File: src/rtl/sprite_flash_scheduler.sv
// Sprite flash scheduler: latches per-sprite triggers, loads the highest-priority
// sprite image through an external loader, then holds it on screen for a number of frames.
module sprite_flash_scheduler #(
    parameter int HOLD_FRAMES  = 8,
    parameter int LOAD_TIMEOUT = 1023
) (
    input  logic        clk,
    input  logic        reset_n,
    input  logic [13:0] hit,
    input  logic        frame_tick,
    input  logic        load_done,
    output logic        load_req,
    output logic [3:0]  load_sel,
    output logic [3:0]  show_sel,
    output logic [13:0] pending,
    output logic        timeout_err
);

    typedef enum logic [1:0] {
        IDLE = 2'd0,
        LOAD = 2'd1,
        SHOW = 2'd2
    } state_t;

    localparam logic [7:0]  HOLD_INIT    = 8'(HOLD_FRAMES);
    localparam logic [15:0] TIMEOUT_LAST = 16'(LOAD_TIMEOUT - 1);

    state_t      state_reg, state_next;
    logic [13:0] pending_reg, pending_next;
    logic        load_req_reg, load_req_next;
    logic [3:0]  load_sel_reg, load_sel_next;
    logic [3:0]  show_sel_reg, show_sel_next;
    logic        timeout_err_reg, timeout_err_next;
    logic [7:0]  hold_reg, hold_next;
    logic [15:0] load_cnt_reg, load_cnt_next;

    logic [13:0] load_onehot;
    logic [13:0] show_onehot;
    logic [13:0] hit_blocked;
    logic [13:0] pending_clr;
    logic [3:0]  winner_code;
    logic        shown_hit;
    logic        hold_expired;

    // Decode the active codes back to bit positions; a trigger on the sprite
    // being loaded or shown must not queue it again.
    genvar gi;
    generate
        for (gi = 0; gi < 14; gi++) begin : g_code
            localparam logic [3:0] CODE = 4'(gi + 1);
            assign load_onehot[gi] = (load_sel_reg == CODE);
            assign show_onehot[gi] = (show_sel_reg == CODE);
            assign hit_blocked[gi] = ((state_reg == LOAD) && load_onehot[gi]) ||
                                     ((state_reg == SHOW) && show_onehot[gi]);
        end
    endgenerate

    // Ascending scan so the highest pending index is the one left standing.
    always_comb begin
        winner_code = 4'd0;
        for (int i = 0; i < 14; i++) begin
            if (pending_reg[i]) begin
                winner_code = 4'(i + 1);
            end
        end
    end

    assign shown_hit    = (state_reg == SHOW) && (|(hit & show_onehot));
    assign hold_expired = (state_reg == SHOW) && !shown_hit && frame_tick &&
                          (hold_reg == 8'd1);

    always_comb begin
        state_next       = state_reg;
        pending_clr      = 14'd0;
        load_req_next    = load_req_reg;
        load_sel_next    = load_sel_reg;
        show_sel_next    = show_sel_reg;
        timeout_err_next = 1'b0;
        hold_next        = hold_reg;
        load_cnt_next    = load_cnt_reg;

        case (state_reg)
            IDLE: begin
                if (winner_code != 4'd0) begin
                    state_next    = LOAD;
                    load_req_next = 1'b1;
                    load_sel_next = winner_code;
                    load_cnt_next = 16'd0;
                end
            end

            LOAD: begin
                if (load_done) begin
                    pending_clr   = load_onehot;
                    show_sel_next = load_sel_reg;
                    load_req_next = 1'b0;
                    load_sel_next = 4'd0;
                    hold_next     = HOLD_INIT;
                    load_cnt_next = 16'd0;
                    state_next    = SHOW;
                end else if (load_cnt_reg >= TIMEOUT_LAST) begin
                    // Give up on this sprite; whatever is on screen stays there.
                    pending_clr      = load_onehot;
                    load_req_next    = 1'b0;
                    load_sel_next    = 4'd0;
                    timeout_err_next = 1'b1;
                    load_cnt_next    = 16'd0;
                    state_next       = IDLE;
                end else if (load_cnt_reg != 16'hFFFF) begin
                    load_cnt_next = load_cnt_reg + 16'd1;
                end
            end

            SHOW: begin
                if (shown_hit) begin
                    hold_next = HOLD_INIT;
                end else if (frame_tick && (hold_reg != 8'd0)) begin
                    hold_next = hold_reg - 8'd1;
                end

                if (hold_expired) begin
                    show_sel_next = 4'd0;
                end

                // Preemption keeps the old sprite up during the load unless its
                // hold runs out on this very edge.
                if (winner_code > show_sel_reg) begin
                    state_next    = LOAD;
                    load_req_next = 1'b1;
                    load_sel_next = winner_code;
                    load_cnt_next = 16'd0;
                end else if (hold_expired) begin
                    state_next = IDLE;
                end
            end

            default: begin
                state_next    = IDLE;
                load_req_next = 1'b0;
                load_sel_next = 4'd0;
            end
        endcase

        pending_next = (pending_reg & ~pending_clr) | (hit & ~hit_blocked);
    end

    always_ff @(posedge clk) begin
        if (!reset_n) begin
            state_reg       <= IDLE;
            pending_reg     <= 14'd0;
            load_req_reg    <= 1'b0;
            load_sel_reg    <= 4'd0;
            show_sel_reg    <= 4'd0;
            timeout_err_reg <= 1'b0;
            hold_reg        <= 8'd0;
            load_cnt_reg    <= 16'd0;
        end else begin
            state_reg       <= state_next;
            pending_reg     <= pending_next;
            load_req_reg    <= load_req_next;
            load_sel_reg    <= load_sel_next;
            show_sel_reg    <= show_sel_next;
            timeout_err_reg <= timeout_err_next;
            hold_reg        <= hold_next;
            load_cnt_reg    <= load_cnt_next;
        end
    end

    assign load_req    = load_req_reg;
    assign load_sel    = load_sel_reg;
    assign show_sel    = show_sel_reg;
    assign pending     = pending_reg;
    assign timeout_err = timeout_err_reg;

endmodule

File: config.mk
export PLATFORM = sky130hd
export DESIGN_NAME = sprite_flash_scheduler
export DESIGN_NICKNAME = d
export VERILOG_FILES = /design/src/rtl/sprite_flash_scheduler.sv
export SDC_FILE = /design/constraint.sdc
export NUM_CORES = 1
export LEC_CHECK = 0
export ABC_AREA = 1
export BUFFER_PORTS_ARGS = -buffer_cell sky130_fd_sc_hd__buf_2
export CORE_MARGIN = 5
export CORE_UTILIZATION = 50
export DETAILED_ROUTE_END_ITERATION = 10
export HOLD_SLACK_MARGIN = 0.15
export PLACE_DENSITY = 0.71
export SLEW_MARGIN = 10
export SYNTH_ARGS = -nofsm -noshare
export SYNTH_HDL_FRONTEND = slang
export SYNTH_SLANG_ARGS = --single-unit
File: constraint.sdc
create_clock -name clk -period 4.6 [get_ports clk]
set_input_delay 0.23 -clock clk [delete_from_list [all_inputs] [get_ports clk]]
set_output_delay 0.23 -clock clk [all_outputs]
set_load 0.02 [all_outputs]
# Word level (Yosys, flattened, before mapping)
# Cells that the tools add are included.
# classes
muxes	47
eq_ne	40
bitwise_logic	8
n_reduce_logical	60
addsub	2
magnitude_cmp	2
# ops
operator	count
two-way mux 16 bit	5
two-way mux 4 bit	19
== test 4 bit (second input constant)	14
case mux 16 bit (3 select lines)	1
bitwise AND 14 bit	3
two-way mux 14 bit	3
logical AND 1 bit	33
== test 4 x 3 -> 1 bit (second input constant)	8
inverter 14 bit	2
two-way mux 8 bit	3
adder 16 x 1 -> 16 bit (second input constant)	1
== test 4 x 2 -> 1 bit (second input constant)	4
greater-or-equal comparator 16 x 10 -> 1 bit (second input constant)	1
inequality test 16 bit (second input constant)	1
case mux 8 bit (2 select lines)	1
logical OR 1 bit	14
bitwise OR 14 bit	1
OR reduction 14 bit	1
case mux 4 bit (3 select lines)	1
AND reduction 3 bit	4
two-way mux 2 bit	5
inequality test 3 x 2 -> 1 bit (second input constant)	3
== test 4 x 1 -> 1 bit (second input constant)	2
== test 8 x 1 -> 1 bit (second input constant)	1
other kinds (20)	28
# totals
regBits	50
wordCells	167
inputBits	18
out_inout_bits	24

# Logic depth before layout (Yosys ltp)
# Gate-level depths: netlist of run 1.
# logic_depth
ltp_word	17
ltp_mapped	25
mapped_depth_nobuf	24

# Worst setup path after synthesis of run 1
# Ideal clock, no wire load.
# synth_timing
kind	register -> register
startpoint	register pending_reg[2], in the netlist pending[2]
endpoint	register load_cnt_reg[5]
required_time_ns	4.487
n_path_buf	1
stages_incl_launch_ff	24
setup_ns	0.113
path_slack_ns	2.232
arrival_ns	2.255
synth_period_minus_slack_ns	2.368
path_cell_list	dfxtp_1 inv_1 nand2_1 nand2_1 nand2_1 nand2_1 nand2_1 nand2_1 nand2_1 nand2_1 nand2_1 nand2_1 nand2_1 nand2_1 ha_1 nor2_1 o211ai_1 nand2_1 nand2_1 nand2_1 nand3_2 buf_6 nor2_1 nor2_1
# synth_via
elab_chain_cells	15
elab_cells_between_ends	17
cone_classes	1 x order compare; 2 x eq/ne; 12 x mux; 2 x reduce/logical
# synth_lines
element	line_no	rtl
from (decl)	29	logic [13:0] pending_reg, pending_next;
from (signal assigned)	159	pending_reg <= pending_next;
two-way mux 4 bit * (12 in a row)	62	if (pending_reg[i]) begin
> comparator 4 bit or nonzero test 4 bit (tied branches)	127, 84	
inequality test 2 x 1 -> 1 bit (no source line) or inequality test 2 bit (tied branches)	--	
AND reduction 4 bit (no source line) *	--	
to (signal assigned)	165	load_cnt_reg <= load_cnt_next;
to (decl)	35	logic [15:0] load_cnt_reg, load_cnt_next;
# Mark *: on every way between the ends. The rest lies on a longest branch, timed or not.
# A chain may end at the register's enable or synchronous reset.

# Final worst setup path of run 1
# layout_timing
startpoint	register pending_reg[2], in the netlist pending[2]
endpoint	register load_cnt_reg[12]
# The elaborated chain is that of the path after synthesis.

==> impl_metrics.ini, run 1 <==
[routing]
wl_per_cell_um = 13.62
route.vias.total = 3195
first_pass_iters = 4
drt_iter0_markers = 170
post_drt_antenna_nets = 0
route.detailed.drc = 0
drt-total-wl_um = 8089
vias_per_cell = 5.379

[synthesis]
synth_simple_gate_area_share_pct = 38.90
adder_and_majority_cell_fraction_of_the_synthesized_area_pct = 4.792
syn_nets = 508
synth_top_family_by_area = simple AND/OR/NAND/NOR gates
yosys.cell_types.count = 38
synth.ff_latch_count = 50
ys_seq_area_share_pct = 31.95
syn-instance-count = 478
synth.mux.area_fraction_pct = 0
yosys.area_share.xor_xnor_pct = 2.236
synthesis.area_per_instance_sq_um = 6.554
synth-warning-count = 0
synthesis.area_sq_mm = 0.003133
synth-compound-area-share_pct = 11.30

[setup_path]
cp.buffers_inverters = 2
worstPathRequired_ns = 4.78
start_kind = flop
cp_slowest_stage_delay_ns = 0.38
setup_slack_of_the_worst_register_to_register_path_ns = 1.97
worst_path_max_delay_cell = dfxtp_1
critical_path.top_delay_family = simple AND/OR/NAND/NOR gates
reg2reg_from = pending[2]$_SDFF_PN0_
crit_chain = inv_1, nand2_1, nand2_1, nand2_1, nand2_1, nand2_1, nand2_1, nand2_1, nand2_1, nand2_1, nand2_1, nand2_1, nand2_1, ha_1, nor2_1, o211ai_1, nand2_1, nand2_1, nand2_1, nand3_2, inv_1, nor3_1
maximum_net_fanout_on_the_critical_path = 18
reg2regPathDepth = 22
end_kind = flop
cp.arrival_ns = 2.81
critical-path-top-cell-by-count = nand2_1
worst_r2r_endpoint = load_cnt_reg[12]$_SDFFE_PN0P_
setup.worst_path.class = flop to flop

[finish]
layout.cells.most_common = nand2_1
syn2layout_area_growth_pct = 11.82
largest_register_ffs = 16
design.final.nets = 548
finalCoreUtilization_pct = 58.48
antenna-diode-count = 0
drive_above_1_share_pct = 15.61
most-common-layout-cells = nand2_1, nor2_1, inv_1

[power_and_ir_drop]
irDropWorstVdd_mv = 0.2929
power_density_mw_per_mm2 = 417.0
totalPowerFinal_mw = 1.461
leakage_power_nw = 1.620

[place]
port-buffer-count = 41
routabilityCongestion = 0.9243
post-dp-hpwl_um = 6344

[clocking]
cts.clk_slew.worst_paths_ns = 0.10
post_cts_hold_buffer_count = 0
postCtsSetupBuffers = 0
clock-sinks = 50
cts_tree = built
ctsHtreeMaxLevel = 2
cts_resized = 0
clockBufferDepth = 2
clk_latency_ns = 0.32
cts_root_buf = clkbuf_8
cts-buffers-inserted = 5

[floorplan]
floorplan.die.width_um = 89.16
ioPinCount = 42
row_count = 28
coreArea_sq_mm = 0.005991
die_area_sq_mm = 0.007950
floorplan.initialDensity_pct = 52.30
die_height_um = 89.16

[timing]
finalHoldWorstSlack_ns = 0.2168
setup_tns_ns = 0
fmaxAchievable_mhz = 380.3
period_needed_ns = 2.630
relSlewSlack_pct = 46.76
grt_setup_unrepaired = false
final-setup-viol-count = 0
clock_skew_ns = 0.009592
final-hold-violation-count = 0
maxSlewViolCount = 0
max_slew.worst_pin.slew_ns = 0.7938
min_period_over_period_pct = 57.17

[global_routing]
grt_max_degree = 28
first_global_vias = 2962
grt_first_pass_wirelength_um = 13380
globalRouteTotalUtil_pct = 21.54
number_of_antenna_violations_at_the_first_check_in_global_routing = 0
grt.overflow.total = 0

[flow_run]
cap_violations = 0

[hold_path]
hold_path_origin = hit[8]
hold_path_cells = 3
min-delay-path-class = input pin to flop
min_to = pending[8]$_SDFF_PN0_

[status]
status = finished, final reports clean
-- cells by family after synthesis --
| group | after synthesis |
|---|---|
| AND/OR/NAND/NOR | 265 |
| flip-flops | 50 |
| buffers and inverters | 87 |
| adder cells (fa/ha/maj) | 12 |
| AO/OA/AOI/OAI | 56 |
| XOR/XNOR | 8 |
-- Yosys cell counts, drive strengths merged --
cell	n	area share (%)
a21oi	21	3.4
a221oi	6	1.7
a22o	1	0.28
a31oi	1	0.20
buf	3	0.72
clkbuf	5	0.60
clkinv	3	0.40
dfxtp	50	32
ha	12	4.8
inv	76	9.1
nand2	115	15
nand3	43	7.4
nand3b	3	0.72
nand4	12	2.4
nor2	73	9.7
nor3	17	3.4
o211ai	9	2.2
o21a	1	0.24
o21ai	10	1.7
o22ai	1	0.20
o31ai	5	1.2
o32ai	1	0.28
or2	2	0.40
xor2	8	2.2
-- power by group --
group	switching, mW	internal, mW
clock	0.159	0.163
sequential	0.0667	0.497
combinational	0.381	0.194
-- cell type report --
type                    instances  area [sq um]
clock buffers                   5         68.82
clock inverters                 3         43.79
fillers                       606          2487
inverters                      79         297.8
multi-input cells             341          1793
flip-flops and latches         50          1001
well taps                      75         93.84
repair buffers                 41         205.2
-- per-stage QoR --
stage                     instances  instance area (sq um)  setup WS (ns)
after floorplan                 478                   3133          2.232
after global placement          586                   3391          2.088
after detailed placement        586                   3391          1.987
after CTS                       594                   3503          1.968
after global routing            594                   3503          1.630
final                           594                   3503          1.970
-- worst reg2reg max path, cell delays in order (launching register included) --
cell      delay (ns)
dfxtp_1         0.38
inv_1           0.07
nand2_1         0.07
nand2_1         0.04
nand2_1         0.05
nand2_1         0.04
nand2_1         0.06
nand2_1         0.04
nand2_1         0.05
nand2_1         0.04
nand2_1         0.05
nand2_1         0.06
nand2_1         0.05
nand2_1         0.07
ha_1            0.19
nor2_1          0.10
o211ai_1        0.09
nand2_1         0.07
nand2_1         0.08
nand2_1         0.26
nand3_2         0.35
inv_1           0.23
nor3_1          0.07
-- how the worst max path moves through the flow --
stage,from,end,slack (ns),depth (start not counted)
detailed placement,pending[2]$_SDFF_PN0_,load_cnt_reg[12]$_SDFFE_PN0P_,1.99,22
global placement,pending[2]$_SDFF_PN0_,load_cnt_reg[15]$_SDFFE_PN0P_,2.09,22
CTS,pending[2]$_SDFF_PN0_,load_cnt_reg[12]$_SDFFE_PN0P_,1.97,22
finish,pending[2]$_SDFF_PN0_,load_cnt_reg[12]$_SDFFE_PN0P_,1.97,22
global route,pending[2]$_SDFF_PN0_,load_cnt_reg[15]$_SDFFE_PN0P_,1.63,22
floorplan,pending[2]$_SDFF_PN0_,load_cnt_reg[5]$_SDFFE_PN0P_,2.23,23
-- routing by layer --
metal	global-route usage [%]	up-vias	wire [um]	share of wire [%]
met4	9.202	0	218	2.7
met5	0	-	0	0
met3	4.147	17	546	6.7
met1	26.52	1459	3503	43
li1	-	1623	-	-
met2	36.57	96	3820	47
No activity file was read; power rests on OpenSTA's default activity.
==> run 2: changes to the inputs <==
--- a/config.mk
+++ b/config.mk
@@ -5,13 +5,13 @@
 export SDC_FILE = /design/constraint.sdc
 export NUM_CORES = 1
 export LEC_CHECK = 0
-export ABC_AREA = 1
+export ABC_AREA = 0
 export BUFFER_PORTS_ARGS = -buffer_cell sky130_fd_sc_hd__buf_2
 export CORE_MARGIN = 5
 export CORE_UTILIZATION = 50
 export DETAILED_ROUTE_END_ITERATION = 10
 export HOLD_SLACK_MARGIN = 0.15
-export PLACE_DENSITY = 0.71
+export PLACE_DENSITY = 0.74
 export SLEW_MARGIN = 10
 export SYNTH_ARGS = -nofsm -noshare
 export SYNTH_HDL_FRONTEND = slang
==> constraint.sdc (replaced) <==
create_clock -name clk -period 2.11 [get_ports clk]
set_input_delay 0.1055 -clock clk [delete_from_list [all_inputs] [get_ports clk]]
set_output_delay 0.1055 -clock clk [all_outputs]
set_load 0.02 [all_outputs]
==> run 2 against run 1 <==
The flow now finishes with violations (setup timing). First-iteration DRC count rose by 110%. Area after synthesis down 7.1%. Non-clock buffer count is 70 higher. Maximum frequency decreased by 4.9%. Sequential share of layout area shrank 3.1 points. Critical path type unchanged.
==> impl_metrics.ini, run 2 <==
[status]
status = complete, but fails checks
failed_checks = setup timing

[place]
detailed_place.area_sq_mm = 0.003547
post-dp-hpwl_um = 6378
routabilityCongestion = 0.9840
port-buffer-count = 41
pre_cts_slack_ns = -0.7679

[clocking]
cts_root_buf = clkbuf_8
ctsHtreeMaxLevel = 2
cts.clk_slew.worst_paths_ns = 0.09
cts_tree = built
clock-sinks = 50
cts-buffers-inserted = 5
clk_latency_ns = 0.31
clockBufferDepth = 2

[setup_path]
end_kind = flop
cp.arrival_ns = 2.97
startpoint_of_the_worst_setup_timing_path = pending[7]$_SDFF_PN0_
setup.worst_path.class = flop to flop
reg2reg_from = pending[7]$_SDFF_PN0_
start_kind = flop
maximum_net_fanout_on_the_critical_path = 8
worstPathRequired_ns = 2.31

[floorplan]
row_count = 27
die_height_um = 86.31
floorplan.die.width_um = 86.31
coreArea_sq_mm = 0.005574
ioPinCount = 42
floorplan.initialDensity_pct = 52.23
die_area_sq_mm = 0.007449

[synthesis]
yosys.cell_types.count = 62
syn-instance-count = 350
synthesis.area_per_instance_sq_um = 8.319
ys_seq_area_share_pct = 34.38
synth_enable_flop_cells = 0
ys.flop_type = dfxtp_1
synth_async_sr_flop_share_pct = 0
syn_nets = 380
synth-warning-count = 0
synth_most_common_cell = dfxtp_1
synth_area_leaders = dfxtp_1, ha_1, nor2_1, nand2_1, o21ai_0
top_cells_by_instance_count_after_synthesis = dfxtp_1, nor2_1, nand2_1
netlist.top_cell.by_area = dfxtp_1
synth.ff_latch_count = 50
yosys.area.top_type_share_pct = 34.38
synthesis.area_sq_mm = 0.002912

[power_and_ir_drop]
power_density_mw_per_mm2 = 671.9
internal-power_mw = 1.699
portion_of_total_power_attributed_to_sequential_cells_pct = 42.2
power.share.switching_pct = 36.73
power_frac_clock_pct = 19.9
pwr-share-comb_pct = 38.0
irDropWorstVdd_mv = 0.3974
leakage_power_nw = 1.663
totalPowerFinal_mw = 2.686
switching_power_uw = 986.7

[finish]
fillerInstances = 415
syn2layout_area_growth_pct = 37.30
layout.cells.most_common = buf_4
final_area_sq_mm = 0.003998
largest_register_ffs = 16
design.final.nets = 479
drive_above_1_share_pct = 33.18
most-common-layout-cells = buf_4, dfxtp_1, buf_2

[timing]
relSlewSlack_pct = 60.86
grt_setup_unrepaired = true
period_needed_ns = 2.764
final-hold-violation-count = 0
final-setup-viol-count = 23
clock_skew_ns = 0.01010
min_period_over_period_pct = 131.0
max_slew.worst_pin.slew_ns = 0.5858
finalHoldWorstSlack_ns = 0.1945
fmaxAchievable_mhz = 361.7
setup_tns_ns = -12.57
maxSlewViolCount = 0
setup_slack_ns = -0.6544

[routing]
first_pass_iters = 6
post_drt_antenna_nets = 0
wl_per_cell_um = 17.31
drt_iter0_markers = 363
route.detailed.drc = 0
drt-total-wl_um = 9036
route.vias.total = 3177
vias_per_cell = 6.086

[global_routing]
grt_max_degree = 32
number_of_antenna_violations_at_the_first_check_in_global_routing = 0
globalRouteTotalUtil_pct = 23.88
grt.overflow.total = 0
grt_first_pass_wirelength_um = 14480
first_global_vias = 2964

[flow_run]
cap_violations = 0

[hold_path]
min-delay-path-class = input pin to flop
hold_path_origin = load_done
==> run 2: cell types whose count changed after synthesis, moves of 7 or more <==
cell | before | now
nand3_1 | 41 | 11
mux2i_1 | 0 | 7
a22oi_1 | 0 | 8
o211ai_1 | 9 | 2
inv_2 | 9 | 1
o311ai_0 | 0 | 11
nor2_1 | 67 | 33
and3_1 | 0 | 11
inv_1 | 67 | 11
nand2_1 | 107 | 32
o21ai_0 | 6 | 23
==> run 2: cells by family after synthesis <==
family	synth area share [%]
AO/OA/AOI/OAI	23.72
adder cells (fa/ha/maj)	5.157
multiplexers	2.922
AND/OR/NAND/NOR	26.95
flip-flops	34.38
buffers and inverters	4.770
XOR/XNOR	2.106
==> run 2: per-layer routing <==
layer / track usage, % / share of wire [%]
met1: 31.42 / 43
met2: 38.33 / 47
met3: 4.373 / 6.1
met4: 10.20 / 3.7
met5: 0 / 0
==> run 2: cell type report <==
type / count / area (sq um) / area share [%]
Multi-Input combinational cell: 268 / 1992 / 49.83
Sequential cell: 50 / 1017 / 25.45
Timing Repair Buffer: 111 / 770.7 / 19.28
Tap cell: 72 / 90.09 / 2.254
Clock buffer: 7 / 76.32 / 1.909
Inverter: 13 / 48.80 / 1.221
Antenna cell: 1 / 2.502 / 0.06260
==> run 2: power by group through the flow <==
stage          logic [mW]  registers, mW  clock network, mW
2_1_floorplan       0.528           1.18                  0
3_3_place_gp        0.895           1.14                  0
3_5_place_dp        0.913           1.15                  0
4_1_cts             0.960           1.13              0.549
5_1_grt              1.10           1.14              0.582
6_report             1.02           1.13              0.534
==> run 2: worst paths after layout <==
kind / cells past startpoint / slack [ns] / endpoint
setup / recovery: 11 / -0.65 / load_cnt_reg[7]$_SDFFE_PN0P_
setup reg to reg: 11 / -0.65 / load_cnt_reg[7]$_SDFFE_PN0P_
hold / removal: 4 / 0.19 / state_reg[1]$_SDFFE_PN0P_
hold reg to reg: 1 / 0.51 / load_cnt_reg[14]$_SDFFE_PN0P_
==> run 2: stage by stage <==
step,util [%],instances
2_1_floorplan,-,350
3_3_place_gp,63.64,496
3_5_place_dp,63.64,496
4_1_cts,68.26,519
5_1_grt,71.67,521
6_report,71.72,522
==> run 2: repair_timing <==
action,in CTS,in global routing
setup buffers,3,2
hold buffers,13,0
endpoints found under the hold margin,13,0
endpoints found under the setup margin,23,25
resized for setup,7,37
pin swaps,4,16
==> run 2: critical path, stage by stage, from the launching register on <==
cell	delay [ns]
dfxtp_4	0.41
inv_2	0.06
a2111oi_4	0.38
a221oi_2	0.13
o21bai_2	0.17
ha_2	0.29
and4_1	0.15
a21oi_2	0.16
buf_4	0.16
o21bai_4	0.10
or3_4	0.42
o41ai_4	0.23
